## src/rtl/enc_layer_ctrl_if.sv

```systemverilog
// Bundle of every signal between the layer scheduler, the encoder MAC datapath
// and the sequencer. The slave modport is the sequencer's view. The master
// modport is the environment's view: the scheduler, the datapath and the consumer.
interface enc_layer_ctrl_if #(
    parameter int BITSIZE  = 16,
    parameter int LANES    = 6,
    parameter int N_IN_MAX = 10,
    parameter int SELW     = $clog2(N_IN_MAX)
);
    // request side
    logic                       start;
    logic [SELW:0]              n_in;
    logic                       busy;
    logic                       cfg_err;
    // datapath control
    logic [SELW-1:0]            mul_sel;
    logic                       mul_en;
    logic                       acc_load;
    logic                       acc_en;
    logic [BITSIZE*LANES-1:0]   acc_in;
    // result handshake
    logic [BITSIZE*LANES-1:0]   y;
    logic                       out_valid;
    logic                       out_ready;

    modport master (
        output start, n_in, acc_in, out_ready,
        input  busy, cfg_err, mul_sel, mul_en, acc_load, acc_en, y, out_valid
    );

    modport slave (
        input  start, n_in, acc_in, out_ready,
        output busy, cfg_err, mul_sel, mul_en, acc_load, acc_en, y, out_valid
    );
endinterface

```

## src/rtl/enc_layer_ctrl.sv

```systemverilog
// Layer sequencer for the shared encoder MAC array. It runs bias preload, then
// one multiply step per input element, then drains the multiplier pipe. It
// then captures the accumulators and holds the result until the consumer takes it.
module enc_layer_ctrl #(
    parameter int BITSIZE  = 16,
    parameter int LANES    = 6,
    parameter int N_IN_MAX = 10,
    parameter int MUL_LAT  = 1,
    parameter int SELW     = $clog2(N_IN_MAX)
) (
    input  logic             clk,
    input  logic             reset,
    enc_layer_ctrl_if.slave  bus
);

    typedef enum logic [2:0] {
        IDLE    = 3'd0,
        BIAS    = 3'd1,
        MAC     = 3'd2,
        DRAIN   = 3'd3,
        CAPTURE = 3'd4,
        DONE    = 3'd5
    } state_t;

    state_t                   state_reg, state_next;
    logic [SELW:0]            n_len_reg, n_len_next;
    logic [SELW-1:0]          k_reg, k_next;
    logic [1:0]               drain_reg, drain_next;
    logic                     cfg_err_reg, cfg_err_next;
    logic [BITSIZE*LANES-1:0] y_reg, y_next;

    logic mul_en_c;
    logic acc_load_c;
    logic acc_en_c;
    logic n_legal;
    logic last_k;
    logic last_drain;

    assign n_legal    = (bus.n_in != '0) && (bus.n_in <= (SELW+1)'(N_IN_MAX));
    assign last_k     = ({1'b0, k_reg} == (n_len_reg - (SELW+1)'(1)));
    assign last_drain = (drain_reg == 2'(MUL_LAT - 1));

    // State, loop counters, error pulse and result buffer.
    always_ff @(posedge clk) begin
        if (reset) begin
            state_reg   <= IDLE;
            n_len_reg   <= '0;
            k_reg       <= '0;
            drain_reg   <= '0;
            cfg_err_reg <= 1'b0;
            y_reg       <= '0;
        end else begin
            state_reg   <= state_next;
            n_len_reg   <= n_len_next;
            k_reg       <= k_next;
            drain_reg   <= drain_next;
            cfg_err_reg <= cfg_err_next;
            y_reg       <= y_next;
        end
    end

    // Next-state logic and per-state datapath strobes.
    always_comb begin
        state_next   = state_reg;
        n_len_next   = n_len_reg;
        k_next       = k_reg;
        drain_next   = drain_reg;
        cfg_err_next = 1'b0;
        y_next       = y_reg;
        mul_en_c     = 1'b0;
        acc_load_c   = 1'b0;
        case (state_reg)
            IDLE: begin
                if (bus.start) begin
                    if (n_legal) begin
                        n_len_next = bus.n_in;
                        state_next = BIAS;
                    end else begin
                        cfg_err_next = 1'b1;
                    end
                end
            end
            BIAS: begin
                acc_load_c = 1'b1;
                k_next     = '0;
                state_next = MAC;
            end
            MAC: begin
                mul_en_c = 1'b1;
                if (last_k) begin
                    drain_next = '0;
                    // With no multiplier register the last product lands in
                    // the same cycle, so nothing is left to drain.
                    state_next = (MUL_LAT == 0) ? CAPTURE : DRAIN;
                end else begin
                    k_next = k_reg + 1'b1;
                end
            end
            DRAIN: begin
                drain_next = drain_reg + 2'd1;
                if (last_drain) begin
                    state_next = CAPTURE;
                end
            end
            CAPTURE: begin
                y_next     = bus.acc_in;
                state_next = DONE;
            end
            DONE: begin
                if (bus.out_ready) begin
                    state_next = IDLE;
                end
            end
            default: state_next = IDLE;
        endcase
    end

    // acc_en is mul_en delayed to line up with the registered product.
    generate
        if (MUL_LAT == 0) begin : g_no_pipe
            assign acc_en_c = mul_en_c;
        end else begin : g_pipe
            for (genvar gi = 0; gi < MUL_LAT; gi++) begin : g_stage
                logic d;
                logic q_reg;
                if (gi == 0) begin : g_first
                    assign d = mul_en_c;
                end else begin : g_chain
                    assign d = g_stage[gi-1].q_reg;
                end
                // One register stage of the acc_en delay line.
                always_ff @(posedge clk) begin
                    if (reset) begin
                        q_reg <= 1'b0;
                    end else begin
                        q_reg <= d;
                    end
                end
            end
            assign acc_en_c = g_stage[MUL_LAT-1].q_reg;
        end
    endgenerate

    assign bus.busy      = (state_reg != IDLE);
    assign bus.cfg_err   = cfg_err_reg;
    assign bus.mul_en    = mul_en_c;
    assign bus.mul_sel   = mul_en_c ? k_reg : '0;
    assign bus.acc_load  = acc_load_c;
    assign bus.acc_en    = acc_en_c;
    assign bus.y         = y_reg;
    assign bus.out_valid = (state_reg == DONE);

endmodule

```

## src/flat_wrapper.sv

```systemverilog
// flat-port wrapper written by rule: the top's interface ports become plain ports
module enc_layer_ctrl_flat 
#(
    parameter int BITSIZE  = 16,
    parameter int LANES    = 6,
    parameter int N_IN_MAX = 10,
    parameter int MUL_LAT  = 1,
    parameter int SELW     = $clog2(N_IN_MAX)
)
  (clk, reset, bus_start, bus_n_in, bus_acc_in, bus_out_ready, bus_busy, bus_cfg_err, bus_mul_sel, bus_mul_en, bus_acc_load, bus_acc_en, bus_y, bus_out_valid);
  enc_layer_ctrl_if #(.BITSIZE(BITSIZE), .LANES(LANES), .N_IN_MAX(N_IN_MAX), .SELW(SELW)) bus_i ();
  input  logic clk;
  input  logic reset;
  input wire logic [$bits(bus_i.start)-1:0] bus_start;
  input wire logic [$bits(bus_i.n_in)-1:0] bus_n_in;
  input wire logic [$bits(bus_i.acc_in)-1:0] bus_acc_in;
  input wire logic [$bits(bus_i.out_ready)-1:0] bus_out_ready;
  output wire logic [$bits(bus_i.busy)-1:0] bus_busy;
  output wire logic [$bits(bus_i.cfg_err)-1:0] bus_cfg_err;
  output wire logic [$bits(bus_i.mul_sel)-1:0] bus_mul_sel;
  output wire logic [$bits(bus_i.mul_en)-1:0] bus_mul_en;
  output wire logic [$bits(bus_i.acc_load)-1:0] bus_acc_load;
  output wire logic [$bits(bus_i.acc_en)-1:0] bus_acc_en;
  output wire logic [$bits(bus_i.y)-1:0] bus_y;
  output wire logic [$bits(bus_i.out_valid)-1:0] bus_out_valid;
  assign bus_i.start = bus_start;
  assign bus_i.n_in = bus_n_in;
  assign bus_i.acc_in = bus_acc_in;
  assign bus_i.out_ready = bus_out_ready;
  assign bus_busy = bus_i.busy;
  assign bus_cfg_err = bus_i.cfg_err;
  assign bus_mul_sel = bus_i.mul_sel;
  assign bus_mul_en = bus_i.mul_en;
  assign bus_acc_load = bus_i.acc_load;
  assign bus_acc_en = bus_i.acc_en;
  assign bus_y = bus_i.y;
  assign bus_out_valid = bus_i.out_valid;
  enc_layer_ctrl #(.BITSIZE(BITSIZE), .LANES(LANES), .N_IN_MAX(N_IN_MAX), .MUL_LAT(MUL_LAT), .SELW(SELW)) u_core (.clk(clk), .reset(reset), .bus(bus_i));
endmodule
```

## config.mk

```make
export PLATFORM = sky130hd
export DESIGN_NAME = enc_layer_ctrl_flat
export DESIGN_NICKNAME = d
export VERILOG_FILES = /design/src/rtl/enc_layer_ctrl_if.sv /design/src/rtl/enc_layer_ctrl.sv /design/src/flat_wrapper.sv
export SDC_FILE = /design/constraint.sdc
export NUM_CORES = 1
export LEC_CHECK = 0
export CORE_MARGIN = 5
export CORE_UTILIZATION = 40
export DETAILED_ROUTE_END_ITERATION = 7
export PLACE_DENSITY = 0.79
export SYNTH_ARGS = -nofsm -noshare
export SYNTH_HDL_FRONTEND = slang
export SYNTH_SLANG_ARGS = --single-unit
```

## constraint.sdc

```tcl
create_clock -name clk -period 2.3 [get_ports clk]
set_input_delay 0.345 -clock clk [delete_from_list [all_inputs] [get_ports clk]]
set_output_delay 0.345 -clock clk [all_outputs]
set_load 0.05 [all_outputs]
```

; ---- Word level (Yosys, flattened, before mapping)
; Index checks and enable logic that the tools add are counted.
[word_totals]
register_bits = 112
input_bits = 105
out_inout_bits = 106
wordCells = 51
[classes]
n_addsub = 3
magnitude_cmp = 1
n_eq_ne = 12
n_mux = 14
bitwise = 2
n_reduce_logical = 12
[op_table]
columns = op, n
row1 = $pmux 3 s6, 1
row2 = $mux 3, 5
row3 = $mux 4, 2
row4 = $pmux 4 s2, 1
row5 = $eq 3x2->1 const B, 2
row6 = $eq 3x3->1 const B, 2
row7 = $ne 2x1->1 const B, 3
row8 = $ne 2x2->1 const B, 3
row9 = $eq 4x5->1, 1
row10 = $le 5x4->1 const B, 1
row11 = $reduce_and 5->1, 1
row12 = $reduce_bool 5->1, 1
row13 = $sub 5x1->5 const B, 1
row14 = $add 4x1->4 const B, 1
row15 = $pmux 2 s2, 1
row16 = $reduce_and 2->1, 2
row17 = $reduce_bool 2->1, 2
row18 = $eq 3x1->1 const B, 1
row19 = $logic_not 3->1, 1
row20 = $mux 1, 3
row21 = $reduce_and 3->1, 1
row22 = $reduce_bool 3->1, 1
row23 = $reduce_or 3->1, 1
row24 = $add 2x1->2 const B, 1
row25 = other kinds (4), 5

; ---- Depth between registers and ports, before layout
[depth]
depth_word = 5
ltp_mapped = 7
ltp_nobuf = 7

; ---- Worst setup path after synthesis
; OpenSTA, ideal clock, no wires.
[synth_path]
path_type = register to output
start = register u_core.state_reg[2]
end = output port bus_mul_sel[0]
arrival_ns = 1.743
required_time_ns = 1.955
path_slack_ns = 0.212
path_stages_with_launch = 6
n_path_buf = 1
path_cell_list = dfxtp_1 > nor2b_2 > nand2b_1 > clkbuf_1 > clkinv_1 > and2_1
[synth_between]
elab_chain_len = 3
[synth_lines]
columns = element, line
row1 = start: declaration, enc_layer_ctrl.sv:25  ; state_t state_reg, state_next;
row2 = start signal: assignment, enc_layer_ctrl.sv:53  ; state_reg <= state_next;
row3 = $eq 3x2->1, enc_layer_ctrl.sv:72  ; case (state_reg)
row4 = $mux 1, enc_layer_ctrl.sv:72
row5 = via bus_mul_en, flat_wrapper.sv:21  ; output wire logic [$bits(bus_i.mul_en)-1:0] bus_mul_en;
row6 = $mux 4, enc_layer_ctrl.sv:147  ; assign bus.mul_sel = mul_en_c ? k_reg : '0;
row7 = end: declaration, flat_wrapper.sv:20  ; output wire logic [$bits(bus_i.mul_sel)-1:0] bus_mul_sel;
; The timed path passes the listed nets, and every way through them passes these cells.

; ---- Worst setup path after layout
[layout_path]
start = register u_core.state_reg[2]
end = output port bus_mul_sel[3]
[layout_between]
elab_chain_len = 3
[layout_lines]
columns = element, line
row1 = $eq 3x2->1, enc_layer_ctrl.sv:72
row2 = $mux 1, enc_layer_ctrl.sv:72
row3 = $mux 4, enc_layer_ctrl.sv:147
; No other way between the ends.

==> results.py <==
metrics = {
    "yosys": {
        "synth_warnings": 0,
        "syn_area_um2": 4200,
        "synthTopCellsByArea": "dfxtp_1 (53%), nand2_1 (17%), a21oi_1 (12%), clkbuf_1 (2.4%), mux2i_1 (0.95%)",
        "synth_top_area_frac": 0.534,
        "synth.distinct_cells": 43,
        "synthFlopType": "dfxtp_1",
        "synth_edf_count": 0,
        "synth_seq_area_share": 0.534,
        "synth-seq-cells": 112,
        "synth_top_area_cell": "dfxtp_1",
        "avgSynthCellArea_um2": 7.99,
        "synthCells": 526,
        "synth.net_count": 634,
        "async_flop_share": 0,
    },
    "drt": {
        "wl_per_cell_um": 14.8,
        "route.vias.total": 4192,
        "dr.pass1.iters": 4,
        "vias_per_cell": 4.90,
        "drc": 0,
        "drt_iter0_markers": 283,
        "wirelength_um": 12600,
        "postRouteAntennaNets": 0,
    },
    "clock_tree": {
        "holdBufCountCts": 0,
        "cts_root_buf": "clkbuf_8",
        "numCtsBuffers": 9,
        "postCtsSetupRepairBufs": 0,
        "path_clk_slew_ns": 0.09,
        "tritoncts": "built",
        "cts_num_sinks": 112,
        "htree_levels": 3,
        "clk_path_buf_depth": 2,
        "clkLatencyLatePin_ns": 0.36,
    },
    "timing": {
        "fin_tns_setup_ns": 0,
        "fmax_mhz": 462,
        "worstMarginPinSlew_ns": 0.556,
        "final_hold_viol_count": 0,
        "finalCritPeriodShare": 0.942,
        "rsz0062_at_grt": "false",
        "fin_crit_ns": 2.17,
        "holdWs_ns": 0.362,
        "finClkSkew_ns": 0.00508,
        "max-slew-margin-rel": 0.628,
        "drv_slew": 0,
        "finalSetupViolations": 0,
    },
    "critical_path": {
        "reg2reg_depth": 7,
        "crit_required_ns": 1.96,
        "critical_path_class": "reg2out",
        "cp-end-kind": "output pin",
        "crit_chain": "nor2b_4, nand2b_1, clkinv_2, and2_2, buf_12",
        "slowest_delay_ns": 0.51,
        "critPathSlowestCell": "dfxtp_1",
        "reg2reg_to": "u_core.k_reg[3]",
        "r2r_slack_ns": 0.30,
        "rr_startpoint": "u_core.n_len_reg[0]",
        "cp-start-kind": "flop",
        "cp.arrival_ns": 1.82,
        "crit_path_max_fanout": 9,
    },
    "layout": {
        "nets": 823,
        "largest_reg_flops": 96,
        "diodes": 0,
        "final_cells": 855,
        "drive_gt1_frac": 0.0515,
        "syn_to_final_growth_pct": 58.0,
    },
    "worst_hold_path": {
        "hold_class": "in2reg",
        "hp-start": "reset",
        "worstHoldPathCells": 2,
        "hold_end": "u_core.n_len_reg[1]",
    },
    "floorplan": {
        "core.rowCount": 37,
        "ioPinCount": 211,
        "coreArea_um2": 10300,
        "die_area_um2": 12600,
        "die_x_um": 112,
        "initial_core_util": 0.409,
        "die_h_um": 112,
    },
    "power": {
        "fin_total_pwr_mw": 3.39,
        "ir_drop_uv": 323,
        "p_leak_nw": 2.25,
        "p_per_area_nw_per_um2": 510,
    },
    "run_status": {
        "status": "completed",
    },
    "global_route": {
        "grt.total_usage": 0.196,
        "first_global_vias": 4199,
        "overflow": 0,
        "grt_pass1_wl_um": 20400,
        "grt_antenna_before_repair": 0,
        "grt_max_degree": 67,
    },
    "placement": {
        "place.gp.congestion": 0.788,
        "port-buffer-count": 210,
        "dp_cells": 840,
        "hpwlAfterDp_um": 9410,
    },
    "run": {
        "maxCapViolCount": 0,
    },
}
[cells in the mapped netlist, types with 2 or more instances]
master	count
ha_1	3
clkbuf_1	27
nor3_1	2
nor2_1	10
a311oi_1	2
nand2_1	195
xnor2_1	2
xor2_1	3
buf_2	7
inv_1	4
o21ai_0	4
nor3b_1	2
nand3b_1	5
dfxtp_1	112
a21oi_1	101
nand3_1	4
and2_1	3
nand4b_1	2
mux2i_1	4
nor2b_1	5
a31oi_1	4
buf_1	3
nand2b_1	2
[worst max-delay path by stage]
stage	from	to	slack (ns)	cells after the start
floorplan	u_core.state_reg[2]	bus_mul_sel[0]	0.21	5
global placement	bus_n_in[1]	u_core.n_len_reg[0]	0.23	6
detailed placement	bus_n_in[1]	u_core.n_len_reg[2]	0.12	6
CTS	u_core.state_reg[2]	bus_busy	0.07	2
global route	u_core.state_reg[2]	bus_mul_sel[3]	0.01	5
finish	u_core.state_reg[2]	bus_mul_sel[3]	0.13	5
[through the flow]
| step | util | area, um^2 | setup slack (ns) |
|---|---|---|---|
| 6_report | 0.646 | 6640 | 0.134 |
| 3_3_place_gp | 0.628 | 6450 | 0.232 |
| 3_5_place_dp | 0.628 | 6450 | 0.121 |
| 5_1_grt | 0.646 | 6640 | 0.0126 |
| 2_1_floorplan | - | 4200 | 0.212 |
| 4_1_cts | 0.645 | 6630 | 0.0686 |
[kinds of logic (layout without fill, tap and decap cells)]
group | Yosys count | in the layout | share of synthesized area
DFF | 112 | 112 | 0.534
xor gates and xnor gates | 5 | 5 | 0.0104
muxes | 4 | 4 | 0.00953
AOI/OAI and AO/OA | 118 | 118 | 0.153
adders and majority gates | 3 | 3 | 0.00894
buffers and inverters | 43 | 236 | 0.0423
and+or+nand+nor | 241 | 241 | 0.242
[placed cells by master (no fill, tap or decap), types with 3 or more instances in the layout]
master / synthesis / layout
clkdlybuf4s50_1: 0 / 201
nand2_1: 195 / 195
dfxtp_1: 112 / 110
a21oi_1: 101 / 101
clkbuf_8: 0 / 11
nor2_1: 10 / 10
buf_12: 0 / 8
nor2b_1: 5 / 5
nand3b_1: 5 / 5
buf_4: 0 / 5
inv_1: 4 / 4
nand3_1: 4 / 4
a31oi_1: 4 / 4
o21ai_0: 4 / 4
mux2i_1: 4 / 4
and2_1: 3 / 3
xor2_1: 3 / 3
ha_1: 3 / 3
[power breakdown]
part	internal, mW	switching (mW)	leakage, nW
Clock	0.450	0.610	0.0817
Sequential	1.95	0.0152	0.904
Combinational	0.214	0.145	1.27
Total	2.62	0.770	2.25
[final cells by class]
type                    count  area (um^2)
repair buffers            216         2230
fillers                   859         3640
inverters                   5         20.0
clock inverters             2         15.0
multi-input cells         371         1790
flip-flops and latches    112         2240
clock buffers              13          159
well taps                 136          170
[critical path, delay by kind of cell, from the launching register on]
kind                   cells  cell delay (ns)
and+or+nand+nor            3             0.60
buffers and inverters      2             0.36
DFF                        1             0.51
[repair_timing]
action | CTS | global route
endpoints found under the setup margin | 6 | 4
gates cloned | 0 | 0
gates resized for setup | 3 | 3
pin swaps | 0 | 0
[routing by layer]
metal  part of all wire  track usage  up-vias
li1                   -            -     2095
met1               0.38        0.208     1903
met5                  0            0        -
met2               0.48        0.337      176
met3               0.13       0.0949       18
met4              0.023       0.0697        0
Power figures use the tool's default switching activity.
